$ cat src/rtl/instr_fetch_unit_pkg.sv
// Shared definitions for the fetch stage: FSM encodings, instruction field
// positions and the default reset PC.
package instr_fetch_unit_pkg;

  typedef enum logic [1:0] {
    IDLE = 2'd0,
    REQ  = 2'd1,
    HOLD = 2'd2
  } fetch_state_t;

  localparam int OPC_HI = 15;
  localparam int OPC_LO = 12;
  localparam int IMM_HI = 7;
  localparam int IMM_LO = 0;

  localparam logic [15:0] DEFAULT_RESET_PC = 16'h0000;

endpackage

$ cat src/rtl/instr_fetch_unit_pc_reg.sv
// Program counter register: synchronous reset, redirect load (highest
// priority after reset) and sequential increment.
module pc_reg #(
  parameter int          ADDR_W   = 16,
  parameter logic [15:0] RESET_PC = 16'h0000,
  parameter int          PC_STEP  = 2
) (
  input  logic              clk,
  input  logic              reset,
  input  logic              load,
  input  logic [ADDR_W-1:0] load_val,
  input  logic              inc,
  output logic [ADDR_W-1:0] pc
);

  // NOTE: state is written with non-blocking assignments so every register
  // samples pre-edge values regardless of process evaluation order.
  always_ff @(posedge clk) begin
    if (reset)
      pc <= ADDR_W'(RESET_PC);
    else if (load)
      pc <= load_val;
    else if (inc)
      pc <= pc + ADDR_W'(PC_STEP);  // wraps modulo 2^ADDR_W
  end

endmodule

$ cat src/rtl/instr_fetch_unit.sv
// Fetch stage: req/ack instruction fetch, instruction register, and
// branch/jump redirect handling. opcode/imm8 are direct slices of instr.
module instr_fetch_unit
  import instr_fetch_unit_pkg::*;
#(
  parameter int          ADDR_W   = 16,
  parameter logic [15:0] RESET_PC = DEFAULT_RESET_PC,
  parameter int          PC_STEP  = 2
) (
  input  logic              clk,
  input  logic              reset,
  output logic              mem_req,
  output logic [ADDR_W-1:0] mem_addr,
  input  logic              mem_ack,
  input  logic [15:0]       mem_rdata,
  input  logic              stall,
  input  logic              redirect,
  input  logic [ADDR_W-1:0] redirect_pc,
  output logic [15:0]       instr,
  output logic              instr_valid,
  output logic [ADDR_W-1:0] pc_out,
  output logic [3:0]        opcode,
  output logic [7:0]        imm8
);

  fetch_state_t state, state_next;
  logic [ADDR_W-1:0] pc;
  logic req_gap;      // one-cycle request drop after redirecting a live request
  logic ack_taken;
  logic pc_inc;
  logic ir_load;
  logic valid_clr;

  pc_reg #(
    .ADDR_W  (ADDR_W),
    .RESET_PC(RESET_PC),
    .PC_STEP (PC_STEP)
  ) u_pc_reg (
    .clk     (clk),
    .reset   (reset),
    .load    (redirect),
    .load_val(redirect_pc),
    .inc     (pc_inc),
    .pc      (pc)
  );

  always_ff @(posedge clk) begin
    if (reset) begin
      state   <= IDLE;
      req_gap <= 1'b0;
    end else begin
      state   <= state_next;
      req_gap <= redirect && mem_req;
    end
  end

  // mem_ack only counts while a request is actually on the bus.
  assign ack_taken = mem_req && mem_ack;

  always_comb begin
    // NOTE: default first so every path assigns state_next; no latch.
    state_next = state;
    case (state)
      IDLE:    state_next = REQ;
      REQ:     if (!redirect && ack_taken) state_next = HOLD;
      HOLD:    if (redirect || !stall) state_next = REQ;
      default: state_next = IDLE;
    endcase
    if (redirect) state_next = REQ;
  end

  always_comb begin
    mem_req   = (state == REQ) && !req_gap;
    ir_load   = (state == REQ) && ack_taken && !redirect;
    pc_inc    = (state == HOLD) && !stall && !redirect;
    valid_clr = redirect || pc_inc;
  end

  always_ff @(posedge clk) begin
    if (reset) begin
      instr       <= 16'h0000;
      pc_out      <= '0;
      instr_valid <= 1'b0;
    end else if (ir_load) begin
      instr       <= mem_rdata;
      pc_out      <= pc;
      instr_valid <= 1'b1;
    end else if (valid_clr) begin
      instr_valid <= 1'b0;
    end
  end

  assign mem_addr = pc;
  assign opcode   = instr[OPC_HI:OPC_LO];
  assign imm8     = instr[IMM_HI:IMM_LO];

endmodule

$ cat config.mk
export PLATFORM = sky130hd
export DESIGN_NAME = instr_fetch_unit
export DESIGN_NICKNAME = d
export VERILOG_FILES = /design/src/rtl/instr_fetch_unit_pkg.sv /design/src/rtl/instr_fetch_unit_pc_reg.sv /design/src/rtl/instr_fetch_unit.sv
export SDC_FILE = /design/constraint.sdc
export NUM_CORES = 1
export LEC_CHECK = 0
export ABC_CLOCK_PERIOD_IN_PS = 2900
export CAP_MARGIN = 20
export CORE_UTILIZATION = 45
export DETAILED_ROUTE_END_ITERATION = 8
export PLACE_DENSITY = 0.94
export SYNTH_ARGS = -nofsm -noshare
export SYNTH_HDL_FRONTEND = slang
export SYNTH_SLANG_ARGS = --single-unit
export TNS_END_PERCENT = 10
$ cat constraint.sdc
create_clock -name clk -period 2.9 [get_ports clk]
set_clock_uncertainty 0.15 [all_clocks]
set_input_delay 0.29 -clock clk [delete_from_list [all_inputs] [get_ports clk]]
set_output_delay 0.29 -clock clk [all_outputs]
set_load 0.02 [all_outputs]
==> out/metrics.yaml <==
outcome:
  status: "completed"
setup_path:
  cp_max_fo: 7
  r2r-end: "u_pc_reg.pc[15]"
  r2r_slack_ns: 0.78
  r2r_cells: 5
  r2r-start: "u_pc_reg.pc[1]"
  required_ns: 2.95
  crit_start: "u_pc_reg.pc[1]"
  start_kind: "register"
  cp.arrival_ns: 2.17
  crit_type: "reg -> reg"
  end_kind: "register"
sta:
  rsz0062_at_grt: "no"
  finalSetupViolations: 0
  fin_crit_ns: 2.12
  maxSlewViolCount: 0
  finalSetupTns_ns: 0
  hold_violations: 0
  fmax_mhz: 471
  fin_crit_sh: 0.731
  timing.slew.headroom: 0.523
  tightest_slew_ns: 0.716
clocking:
  post_cts_resized: 0
  clock-sinks: 52
  holdBufCountCts: 0
  clk_latency_ns: 0.30
  h-tree-depth: 2
  cts_root_buf: "clkbuf_8"
  cts_buffers: 5
  cts_tree: "done"
  post_cts_buffers: 0
  clk_pin_slew_worst_paths_ns: 0.09
  clockBufferDepth: 2
logic_synthesis:
  synth_top_family_by_area: "simple AND/OR/NAND/NOR gates"
  syn_nets: 277
  synth_area_leaders: "dfxtp_1, mux2i_1, nor2_1"
  synth_edf_count: 0
  netlist.area_leader.share: 0.469
  synth-compound-area-share: 0.0823
  synth-xor-area-share: 0.0355
  synth.yosys.warnings: 0
  ys_types: 32
  ys.flop_type: "dfxtp_1"
  ys_ff_latch: 52
  yosysTopAreaCell: "dfxtp_1"
  netlist_area_sq_um: 2220
  synthArstFlopShare: 0
  synthAdderAreaFrac: 0.00564
  synth_mux_area_frac: 0.153
  synth_area_per_cell_sq_um: 9.28
  yosysSeqAreaShare: 0.469
  yosys.area_share.simple: 0.175
  netlist_instances: 239
final_layout:
  area_growth_pct: 46.6
  n_fill_cell: 371
  drive_gt1_frac: 0.0402
  num_antenna_cells: 0
  final_cell_area_sq_um: 3250
  nets: 360
  fin_util: 0.689
detailed_routing:
  drc: 0
  drt.antenna.violating_nets: 0
  num_vias: 2013
  post_drt_via_cell_ratio: 5.16
  drt_iter0_markers: 112
  wl_um: 5450
  first_pass_iters: 6
  wl_per_cell_um: 14.0
worst_hold_path:
  hold_depth: 2
  worstHoldEndpoint: "instr_valid"
  min_path_type: "reg -> reg"
  hold_start: "instr_valid"
power_and_ir_drop:
  p_leak_nw: 1.36
  powerDensity_nw_per_um2: 444
  ir_worst_vdd_mv: 0.329
global_routing:
  grtUsageTotal: 0.216
  grt_pass1_wl_um: 8830
  grt_pass1_vias: 1979
  grt.overflow.total: 0
  grt_max_degree: 40
  antenna_found_initial: 0
floorplanning:
  initial_utilization: 0.470
  die_area_sq_um: 5210
  rows: 25
  pin_count: 99
  dieHeight_um: 72.2
  die_w_um: 72.2
  core_area_sq_um: 4720
placed_design:
  place_congestion: 0.747
  place_area_sq_um: 3160
  hpwl_um: 3900
  numPortBuffers: 98
run:
  drv_cap: 0
==> stage by stage <==
| step | setup WS, ns | total power, mW | hold slack (ns) | std cells |
|---|---|---|---|---|
| after floorplan | 0.882 | 0.915 | 0.284 | 239 |
| after detailed placement | 0.583 | 1.04 | 0.312 | 382 |
| final | 0.779 | 1.44 | 0.321 | 390 |
| after CTS | 0.785 | 1.46 | 0.325 | 390 |
| after global routing | 0.658 | 1.51 | 0.360 | 390 |
| after global placement | 0.628 | 1.04 | 0.311 | 382 |
==> worst max-delay path by stage <==
stage / endpoint / slack, ns / cells after the start
final: u_pc_reg.pc[15] / 0.78 / 5
after global routing: u_pc_reg.pc[15] / 0.66 / 5
after CTS: u_pc_reg.pc[15] / 0.78 / 5
after detailed placement: u_pc_reg.pc[14] / 0.58 / 6
after global placement: u_pc_reg.pc[15] / 0.63 / 5
after floorplan: u_pc_reg.pc[15] / 0.88 / 5
==> metal layers <==
metal / global-route usage / share of wire / vias up / routed length [um]
met1: 0.252 / 0.41 / 953 / 2250
met5: 0 / 0 / - / 0
met3: 0.0569 / 0.060 / 5 / 327
met4: 0.0828 / 0.0077 / 0 / 42
li1: - / - / 978 / -
met2: 0.378 / 0.52 / 77 / 2830
==> synth_stat cells, types with 2 or more instances <==
cell type / n
a211oi_1: 8
a21oi_1: 5
a311oi_1: 4
and2_1: 2
buf_2: 5
buf_4: 12
clkbuf_1: 9
dfxtp_1: 52
inv_1: 6
mux2i_1: 34
nand2_1: 5
nand3_1: 7
nand4_1: 4
nor2_1: 48
nor3_1: 5
nor4_1: 5
o21ai_0: 3
o31a_1: 2
or3_1: 3
xnor2_1: 7
xor2_1: 2
==> logic make-up after synthesis <==
| logic type | after synthesis |
|---|---|
| AND/OR/NAND/NOR | 84 |
| flip-flops | 52 |
| multiplexers | 34 |
| buffers and inverters | 33 |
| AO/OA/AOI/OAI | 26 |
| XOR/XNOR | 9 |
| adder cells (fa/ha/maj) | 1 |
==> cell usage in the layout (no fill, tap or decap), types with 4 or more instances in the layout <==
cell type,instances
a211oi_1,8
a21oi_1,5
a311oi_1,4
buf_4,5
clkbuf_8,6
clkdlybuf4s50_1,97
dfxtp_1,52
inv_1,6
mux2i_1,34
nand2_1,5
nand3_1,7
nand4_1,4
nor2_1,48
nor3_1,5
nor4_1,5
xnor2_1,7
==> report_power, final <==
group	switching, mW	internal, mW
Sequential	0.0335	0.743
Clock	0.219	0.195
Combinational	0.116	0.137
Total	0.369	1.07
==> critical path, stage by stage (launching register included) <==
cell     delay (ns)
dfxtp_1        0.46
ha_1           0.21
nand3_1        0.23
or3_1          0.44
o31a_1         0.29
o31a_1         0.24
==> cell type report <==
class / instances / area, sq um / area share
Clock buffer: 8 / 90.1 / 0.0277
Tap cell: 67 / 83.8 / 0.0258
Inverter: 6 / 22.5 / 0.00692
Multi-Input combinational cell: 154 / 1000 / 0.308
Sequential cell: 52 / 1040 / 0.320
Timing Repair Buffer: 103 / 1010 / 0.312
Power figures use the tool's default switching activity.
